$ cat config.mk
export PLATFORM = sky130hd
export DESIGN_NAME = mic_playback_dma
export DESIGN_NICKNAME = d
export VERILOG_FILES = /design/src/rtl/mic_playback_dma.sv
export SDC_FILE = /design/constraint.sdc
export NUM_CORES = 1
export LEC_CHECK = 0
export ABC_AREA = 1
export BUFFER_PORTS_ARGS = -buffer_cell sky130_fd_sc_hd__buf_2
export CAP_MARGIN = 0
export CORE_MARGIN = 4
export CORE_UTILIZATION = 30
export CTS_CLUSTER_DIAMETER = 120
export DETAILED_ROUTE_END_ITERATION = 16
export HOLD_SLACK_MARGIN = 0.06
export PLACE_DENSITY = 0.54
export SLEW_MARGIN = 20
export SYNTH_ARGS = -nofsm -noshare
export SYNTH_HDL_FRONTEND = slang
export SYNTH_SLANG_ARGS = --single-unit
$ cat constraint.sdc
create_clock -name CLK -period 17.6 [get_ports CLK]
set_clock_uncertainty 0.05 [all_clocks]
set_input_delay 2.64 -clock CLK [delete_from_list [all_inputs] [get_ports CLK]]
set_output_delay 2.64 -clock CLK [all_outputs]
set_load 0.1 [all_outputs]
$ cat src/rtl/mic_playback_dma.sv
// Avalon-MM read master that streams stereo sample words from memory into a
// small FIFO and hands one word to the codec on every DAC LRCK falling edge.
module mic_playback_dma #(
  parameter int FIFO_DEPTH = 8
) (
  input  logic        CLK,
  input  logic        RESET,
  output logic [31:0] AM_ADDR,
  output logic        AM_READ,
  output logic [2:0]  AM_BURSTCOUNT,
  output logic [3:0]  AM_BYTEENABLE,
  input  logic [31:0] AM_READDATA,
  input  logic        AM_READDATAVALID,
  input  logic        AM_WAITREQUEST,
  input  logic        AVL_CS,
  input  logic        AVL_READ,
  input  logic        AVL_WRITE,
  input  logic [1:0]  AVL_ADDR,
  input  logic [31:0] AVL_WRITEDATA,
  output logic [31:0] AVL_READDATA,
  input  logic        AUD_DACLRCK,
  output logic [31:0] codec_out,
  output logic        underrun_pulse,
  output logic [2:0]  state_dbg_o
);
  localparam int AW = $clog2(FIFO_DEPTH);
  localparam int CW = AW + 1;
  localparam logic [CW-1:0] DEPTH_C = CW'(FIFO_DEPTH);

  typedef enum logic [2:0] {
    S_IDLE      = 3'd0,
    S_ISSUE     = 3'd1,
    S_WAIT_DATA = 3'd2,
    S_DRAIN     = 3'd3,
    S_FLUSH     = 3'd4
  } state_e;

  state_e        state_q, state_d;
  logic [31:0]   start_addr_q, start_addr_d, num_samps_q, num_samps_d;
  logic [31:0]   addr_q, addr_d, fetch_left_q, fetch_left_d;
  logic [31:0]   played_q, played_d, codec_q, codec_d;
  logic          fin_q, fin_d, busy_q, busy_d, sticky_q, sticky_d;
  logic          underrun_q, underrun_d, pending_q, pending_d;
  logic [AW-1:0] wr_ptr_q, wr_ptr_d, rd_ptr_q, rd_ptr_d;
  logic [CW-1:0] count_q, count_d;
  logic [31:0]   mem_q [FIFO_DEPTH];
  logic          s1_q, s2_q, s3_q;
  logic          fall, reg_wr, start, abort, accept, push, pop, clear;

  assign fall   = s3_q & ~s2_q;
  assign reg_wr = AVL_CS && AVL_WRITE;
  assign start  = reg_wr && (AVL_ADDR == 2'd0) && AVL_WRITEDATA[0];
  assign abort  = reg_wr && (AVL_ADDR == 2'd0) && AVL_WRITEDATA[1];
  assign accept = AM_READ && !AM_WAITREQUEST;

  // Request only while the FIFO has room; room can only grow while waiting,
  // so a raised request stays raised until accepted.
  assign AM_READ        = (state_q == S_ISSUE) && (count_q < DEPTH_C);
  assign AM_ADDR        = addr_q;
  assign AM_BURSTCOUNT  = 3'd1;
  assign AM_BYTEENABLE  = 4'hF;
  assign codec_out      = codec_q;
  assign underrun_pulse = underrun_q;
  assign state_dbg_o    = state_q;

  always_comb begin
    AVL_READDATA = 32'd0;
    if (AVL_CS && AVL_READ) begin
      case (AVL_ADDR)
        2'd0:    AVL_READDATA = {29'd0, sticky_q, busy_q, fin_q};
        2'd1:    AVL_READDATA = start_addr_q;
        2'd2:    AVL_READDATA = num_samps_q;
        default: AVL_READDATA = played_q;
      endcase
    end
  end

  always_comb begin
    state_d      = state_q;
    start_addr_d = start_addr_q;
    num_samps_d  = num_samps_q;
    addr_d       = addr_q;
    fetch_left_d = fetch_left_q;
    played_d     = played_q;
    codec_d      = codec_q;
    fin_d        = fin_q;
    busy_d       = busy_q;
    sticky_d     = sticky_q;
    pending_d    = pending_q;
    underrun_d   = 1'b0;
    push         = 1'b0;
    pop          = 1'b0;
    clear        = 1'b0;

    if (reg_wr) begin
      case (AVL_ADDR)
        2'd1:    start_addr_d = AVL_WRITEDATA;
        2'd2:    num_samps_d  = AVL_WRITEDATA;
        2'd3:    sticky_d     = 1'b0;
        default: ;
      endcase
    end

    case (state_q)
      S_IDLE: begin
        if (start) begin
          if (num_samps_q != 32'd0) begin
            addr_d       = start_addr_q;
            fetch_left_d = num_samps_q;
            played_d     = 32'd0;
            fin_d        = 1'b0;
            busy_d       = 1'b1;
            state_d      = S_ISSUE;
          end else begin
            fin_d = 1'b1;
          end
        end
      end
      S_ISSUE: begin
        if (accept) begin
          addr_d       = addr_q + 32'd4;
          fetch_left_d = fetch_left_q - 32'd1;
          pending_d    = 1'b1;
          state_d      = abort ? S_FLUSH : S_WAIT_DATA;
        end else if (abort) begin
          state_d = S_FLUSH;
        end
      end
      S_WAIT_DATA: begin
        if (AM_READDATAVALID) pending_d = 1'b0;
        if (abort) begin
          state_d = S_FLUSH;
        end else if (AM_READDATAVALID) begin
          push    = 1'b1;
          state_d = (fetch_left_q != 32'd0) ? S_ISSUE : S_DRAIN;
        end
      end
      S_DRAIN: begin
        if (abort) begin
          state_d = S_FLUSH;
        end else if (played_q == num_samps_q) begin
          fin_d   = 1'b1;
          busy_d  = 1'b0;
          state_d = S_IDLE;
        end
      end
      S_FLUSH: begin
        // An outstanding read must return before the FIFO can be declared empty.
        if (!pending_q || AM_READDATAVALID) begin
          clear     = 1'b1;
          pending_d = 1'b0;
          busy_d    = 1'b0;
          fin_d     = 1'b0;
          codec_d   = 32'd0;
          state_d   = S_IDLE;
        end
      end
      default: state_d = S_IDLE;
    endcase

    if (fall && busy_q && (state_q != S_FLUSH)) begin
      if (count_q != '0) begin
        pop      = 1'b1;
        codec_d  = mem_q[rd_ptr_q];
        played_d = played_q + 32'd1;
      end else if (played_q < num_samps_q) begin
        codec_d    = 32'd0;
        underrun_d = 1'b1;
        sticky_d   = 1'b1;
      end
    end else if (fall && !busy_q) begin
      codec_d = 32'd0;
    end

    wr_ptr_d = push ? wr_ptr_q + 1'b1 : wr_ptr_q;
    rd_ptr_d = pop  ? rd_ptr_q + 1'b1 : rd_ptr_q;
    case ({push, pop})
      2'b10:   count_d = count_q + 1'b1;
      2'b01:   count_d = count_q - 1'b1;
      default: count_d = count_q;
    endcase
    if (clear) begin
      wr_ptr_d = '0;
      rd_ptr_d = '0;
      count_d  = '0;
    end
  end

  always_ff @(posedge CLK or posedge RESET) begin
    if (RESET) begin
      state_q      <= S_IDLE;
      start_addr_q <= 32'd0;
      num_samps_q  <= 32'd0;
      addr_q       <= 32'd0;
      fetch_left_q <= 32'd0;
      played_q     <= 32'd0;
      codec_q      <= 32'd0;
      fin_q        <= 1'b0;
      busy_q       <= 1'b0;
      sticky_q     <= 1'b0;
      underrun_q   <= 1'b0;
      pending_q    <= 1'b0;
      wr_ptr_q     <= '0;
      rd_ptr_q     <= '0;
      count_q      <= '0;
      s1_q         <= 1'b0;
      s2_q         <= 1'b0;
      s3_q         <= 1'b0;
    end else begin
      state_q      <= state_d;
      start_addr_q <= start_addr_d;
      num_samps_q  <= num_samps_d;
      addr_q       <= addr_d;
      fetch_left_q <= fetch_left_d;
      played_q     <= played_d;
      codec_q      <= codec_d;
      fin_q        <= fin_d;
      busy_q       <= busy_d;
      sticky_q     <= sticky_d;
      underrun_q   <= underrun_d;
      pending_q    <= pending_d;
      wr_ptr_q     <= wr_ptr_d;
      rd_ptr_q     <= rd_ptr_d;
      count_q      <= count_d;
      s1_q         <= AUD_DACLRCK;
      s2_q         <= s1_q;
      s3_q         <= s2_q;
    end
  end

  always_ff @(posedge CLK) begin
    if (push) mem_q[wr_ptr_q] <= AM_READDATA;
  end
endmodule

==> results of run 1 <==
[per-layer routing]
layer	GRT usage, %	up-vias	wire length [um]
li1	-	9495	-
met2	29.6	599	35300
met3	2.80	146	4590
met5	0	-	60
met4	5.88	10	2420
met1	24.1	9314	33700
[synthesized netlist by cell type (all sizes together)]
master,n
a31oi,1
o221ai,12
buf,54
nand2,649
nand4,20
or2,5
o31ai,2
clkbuf,78
nand2b,1
o21a,3
ha,40
nand3,191
conb,2
nor2,444
mux2i,1
o21ai,381
o211ai,33
inv,286
nand3b,6
dfrtp,213
nor4,1
a21oi,37
fa,1
nor3,23
o22ai,33
xor2,7
a21o,2
xnor2,2
a22oi,3
edfxtp,256
o21bai,6
[metrics by stage]
| step | total power (W) | instances | cell area, sq um |
|---|---|---|---|
| after floorplan | 0.00295 | 2798 | 23600 |
| after global placement | 0.00344 | 3905 | 25400 |
| after detailed placement | 0.00345 | 3905 | 25400 |
| after CTS | 0.00461 | 4004 | 27200 |
| after global routing | 0.00487 | 4006 | 27200 |
| final | 0.00458 | 4007 | 27200 |
[worst paths after layout]
path                                            start                      end  slack [ns]  cells after the start
setup / recovery                          AVL_ADDR[0]          AVL_READDATA[1]        9.67                      9
setup reg to reg           state_dbg_o[0]$_DFFE_PP0P_   count_q[1]$_DFFE_PP0P_       14.15                     11
hold reg to reg                        s1_q$_DFF_PP0_           s2_q$_DFF_PP0_        0.30                      0
min in group asynchronous                       RESET   AM_ADDR[0]$_DFFE_PP0P_        2.06                      2
max in group asynchronous                       RESET  AM_ADDR[24]$_DFFE_PP0P_       13.50                      4
hold / removal                         s1_q$_DFF_PP0_           s2_q$_DFF_PP0_        0.30                      0
[flip-flops by register name (all words and copies together), names as in the netlist, 4 cells and up]
name / count
mem_q: 256
AM_ADDR: 32
codec_out: 32
fetch_left_q: 32
num_samps_q: 32
played_q: 32
start_addr_q: 32
count_q: 4
[cells by family after synthesis]
family / after synthesis / synth area share (%)
compound gates: 513 / 11.8
xor+xnor: 9 / 0.335
fa+ha+maj: 41 / 2.21
buf+inv: 418 / 7.18
flops: 469 / 55.2
mux: 1 / 0.0425
other cells: 2 / 0.0319
simple gates: 1340 / 23.2
[worst register-to-register path, delay by kind of cell, from the launching register on]
kind	cells	cell delay, ns
buffers and inverters	3	1.35
flip-flops	1	0.45
AND/OR/NAND/NOR	7	1.31
AO/OA/AOI/OAI	1	0.21
[power by group through the flow]
stage / Combinational, W / Sequential [W] / Clock [W]
finish: 0.00189 / 0.00154 / 0.00115
global route: 0.00209 / 0.00156 / 0.00122
CTS: 0.00190 / 0.00153 / 0.00118
detailed placement: 0.00190 / 0.00155 / 0
global placement: 0.00189 / 0.00155 / 0
floorplan: 0.00107 / 0.00188 / 0
[final cells by class]
type,count,share of cell area (%)
clock buffer,74,5.46
multi-input combinational,1911,32.9
tap,1040,4.78
timing repair buffer,199,3.91
clock inverter,25,1.19
antenna,3,0.0276
sequential,469,47.8
inverter,286,3.98
==> run metrics, run 1 <==
clock sinks 469; clock buffer depth 3; mapped cell area between 20000 and 25000 sq um; gate count of the mapped netlist 2793; Post-Place Worst Slack ~9.8 ns; # H-tree levels 2; DIE AREA 83100 sq um; critical path class input port to output pin; sum of negative setup slack 0 ns; Buffers & Inverters on Critical Path 6; crit-path max cell delay around 0.66 ns; Data required, critical path between 10 and 15 ns; Psw about 0.0021 W; Yosys warnings 0; Largest delay share family, worst path buffers and inverters; # Max-Cap Violations 0; final cycle utilization of the critical path between 40% and 50%; Final setup viols 0; first-pass GRT wire length around 110 mm; Multi-input gate area ~9000 sq um; antenna violations before repair 7; hold crit path type flop to flop; Cell Chain, Critical Path buf_2 > inv_1 > nor2_2 > buf_4 > inv_1 > o21ai_0 > o221ai_1 > inv_1 > buf_2; initial drt markers 1626; final net count ~3.0k; Core Box Area between 70000 and 80000 sq um; chip width approximately 290 um; Setup crit start kind input port; number of global-route vias before repair around 19k; fmax about 130 MHz; leading cell types in the layout, fill and taps excluded nand2_1, nor2_1, o21ai_0; leading area contributor after synthesis edfxtp_1; Reg clk slew, reported paths roughly 0.06 ns; sequential power share 33.5%; Hold Buf Count CTS 0; Area contributors post-synth edfxtp_1, dfrtp_1, nand2_1; DR pass1 iterations 5; Core Util, Final 35.1%; Pleak between 10 and 15 nW; fill count 8128; max_slew headroom about a fifth; Sw Share ~46%; commonest non-fill, non-tap cell in the layout nand2_1; Vias 19.6k; Logic pwr share 41.4%; Slew @ Worst Pin between 1 and 1.5 ns; Die Ht ~290 um; Synth Register Bits 469; Core Rows around 100; maximum net fanout on the critical path 12; CTS tree done; largest net degree at the start of global routing 110; clock power share 25.1%; sequential element share of the synthesized area approximately 55%; Area growth syn-to-layout 15.6%; IO Pins roughly 180; Netlist cell types 43; Placer Congestion around 0.94; layout cells sized above 1 a little under an eighth; Detail Route Antenna Nets 0; DRC violations left 0; Remaining Overflow, GRT 0; power density cells between 150 and 200 nW/um^2; DP Wirelength 49.0 mm; Tmin final a little under 8 ns; max-slew violation count 0; Routed WL approximately 76 mm; Critical Path AT roughly 5.2 ns; DR WL/cell ~19 um; root buffer cell clkbuf_16; Max VDD drop 0.000113 V; internal power ~0.0025 W; WHS between 0.3 and 0.4 ns; worst-skew pair later-pin latency 0.61 ns; most used cell, CP inv_1; total CTS buffers 53; Final Hold Fails 0; post_cts resized 0; FF/Latch Area roughly 13000 sq um; area fraction of the dominant cell type after synthesis between 30% and 40%; Initial Util between 30% and 40%; Post-CTS Setup Repair Bufs 0; CP max-delay cell nor2_2; vias per std cell around 4.9; Port-buffer cells between 150 and 200; RSZ-0062 raised after global routing false; Post-Syn Area per Cell between 8 and 9 sq um; final worst setup slack just under 10 ns; GRT Util Overall 17.9%; status completed; endpoint type of the worst setup path output pin
Note: power is estimated with default switching activity, not from simulation.
==> inputs of run 2 (changes only) <==
- PLACE_DENSITY: 0.54 -> 0.55
- clock period: 17.6 -> 6.6 ns (I/O delays scaled with it)
==> run metrics, run 2 (synthesis gave the netlist of run 1 again) <==
status completed (unchanged); Pleak 11.8 nW (was 11.7 nW); GRT Util Overall 17.5% (was 17.9%); DR WL/cell 18.5 um (was 19.0 um); initial drt markers 1506 (was 1626); Core Box Area 77600 sq um (unchanged); total CTS buffers 54 (was 53); layout cells sized above 1 11.4% (was 11.5%); Reg clk slew, reported paths 0.06 ns (about the same); max-slew violation count 0 (unchanged); Data required, critical path 5.56 ns (was 14.91 ns); Max VDD drop 0.000274 V (was 0.000113 V); Initial Util 30.4% (unchanged); Final setup viols 0 (unchanged); final worst setup slack 2.65 ns (was 9.67 ns); final cycle utilization of the critical path approximately 60%; DRC violations left 0 (unchanged); Placed Cells 3905 (unchanged); first-pass GRT wire length 113 mm (was 114 mm); max reg flops 256 (unchanged); DP Wirelength 49.2 mm (was 49.0 mm); Core Rows 102 (unchanged); Final Hold Fails 0 (unchanged); Buffers & Inverters on Critical Path 5 (was 6); power density cells 446 nW/um^2 (was 168 nW/um^2); # H-tree levels 2 (unchanged); Detail Route Antenna Nets 0 (unchanged); final net count 3037 (was 3035); leading cell types in the layout, fill and taps excluded nand2_1, nor2_1, o21ai_0 (unchanged); Remaining Overflow, GRT 0 (unchanged); Placer Congestion 0.946 (was 0.939); clock buffer depth 3 (unchanged); Non-Filler Instances 4006 (was 4007); IO Pins 182 (unchanged); Hold Buf Count CTS 0 (unchanged); post_cts resized 0 (unchanged); crit-path max cell delay 0.42 ns (was 0.66 ns); most used routing layer met2 (unchanged); Tmin final 3.95 ns; clock sinks 469 (unchanged); Cell Chain, Critical Path buf_2 > inv_1 > nand2_1 > buf_4 > o221ai_1 > nand2_1 > inv_1 > buf_2 (was buf_2 > inv_1 > nor2_2 > buf_4 > inv_1 > o21ai_0 > o221ai_1 > inv_1 > buf_2); number of global-route vias before repair 18.5k (about the same); CP max-delay cell buf_2 (was nor2_2); Biggest register mem_q (unchanged); Area growth syn-to-layout 16.0% (was 15.6%); M2 GR Usage 30.3% (was 29.6%); chip width 288 um (unchanged); antenna violations before repair 7 (unchanged); Setup crit start kind input port (unchanged); max_slew headroom 29.0% (was 21.1%); DIE AREA 83100 sq um (unchanged); Core Util, Final 35.2% (was 35.1%); commonest non-fill, non-tap cell in the layout nand2_1 (unchanged); critical path class input port to output pin (unchanged); Routed WL 74.2 mm (was 76.0 mm); met3 Use GR 2.46% (was 2.80%); DR pass1 iterations 6 (was 5); worst-skew pair later-pin latency 0.63 ns (was 0.61 ns); total power 0.0122 W (was 0.00458 W); Post-Place Worst Slack 2.70 ns (was 9.76 ns); Largest delay share family, worst path buffers and inverters (unchanged); Vias 19.6k (about the same); Die Ht 288 um (unchanged); hold crit path type flop to flop (unchanged); endpoint type of the worst setup path output pin (unchanged); Critical Path AT 2.91 ns (was 5.24 ns); Port-buffer cells 174 (unchanged); Post-CTS Setup Repair Bufs 0 (unchanged); Slew @ Worst Pin 1.07 ns (was 1.18 ns); CTS tree done (unchanged); fmax roughly 250 MHz; root buffer cell clkbuf_16 (unchanged); vias per std cell 4.89 (was 4.88); RSZ-0062 raised after global routing false (unchanged); maximum net fanout on the critical path 19 (was 12); fill count 8132 (was 8128); sum of negative setup slack 0 ns (unchanged); GR Util met1 23.0% (was 24.1%); largest net degree at the start of global routing 149 (was 110); # Max-Cap Violations 0 (unchanged)
run 2: where the power goes:
group	internal, W	total, W	switching, W	leakage (nW)
clock	0.00181	0.00311	0.00129	0.882
combinational	0.00119	0.00492	0.00373	5.86
sequential	0.00353	0.00416	0.000630	5.01
run 2: area by class of cell:
class                   count  area, sq um  area share [%]
repair buffers            200         1110            4.08
multi-input cells        1911         8960            32.8
diodes                      1         2.50         0.00916
flip-flops and latches    469        13000            47.7
clock buffers              69         1460            5.33
well taps                1040         1300            4.76
clock inverters            30          392            1.43
inverters                 286         1080            3.96
run 2: stage by stage:
stage,hold WS (ns),cell area (sq um)
2_1_floorplan,0.281,23600
3_3_place_gp,0.306,25400
3_5_place_dp,0.305,25400
4_1_cts,0.324,27300
5_1_grt,0.332,27300
6_report,0.317,27300
run 2: worst register-to-register path, cell delays in order, from the launching register on:
cell,delay (ns)
dfrtp_4,1.06
clkinv_2,1.09
buf_4,0.67
o21ai_0,0.25
o21ai_0,0.09
o21ai_0,0.18
o22ai_1,0.09
inv_1,0.09
nand2_1,0.05
run 2: metal layers:
| metal | part of all wire [%] | vias to the layer above | wire [um] |
|---|---|---|---|
| li1 | - | 9519 | - |
| met1 | 43 | 9344 | 31700 |
| met2 | 49 | 599 | 36400 |
| met3 | 5.6 | 126 | 4120 |
| met4 | 2.6 | 6 | 1950 |
| met5 | 0.038 | - | 28 |
run 2: final timing paths:
kind	to	cells past startpoint	slack, ns	startpoint
max	AVL_READDATA[22]	8	2.65	AVL_ADDR[0]
max in group asynchronous	start_addr_q[26]$_DFFE_PP0P_	3	5.18	RESET
min	s2_q$_DFF_PP0_	0	0.32	s1_q$_DFF_PP0_
min in group asynchronous	played_q[7]$_DFF_PP0_	3	0.50	RESET
max reg2reg	codec_out[28]$_DFF_PP0_	8	2.88	rd_ptr_q[0]$_DFFE_PP0P_
min reg2reg	s2_q$_DFF_PP0_	0	0.32	s1_q$_DFF_PP0_
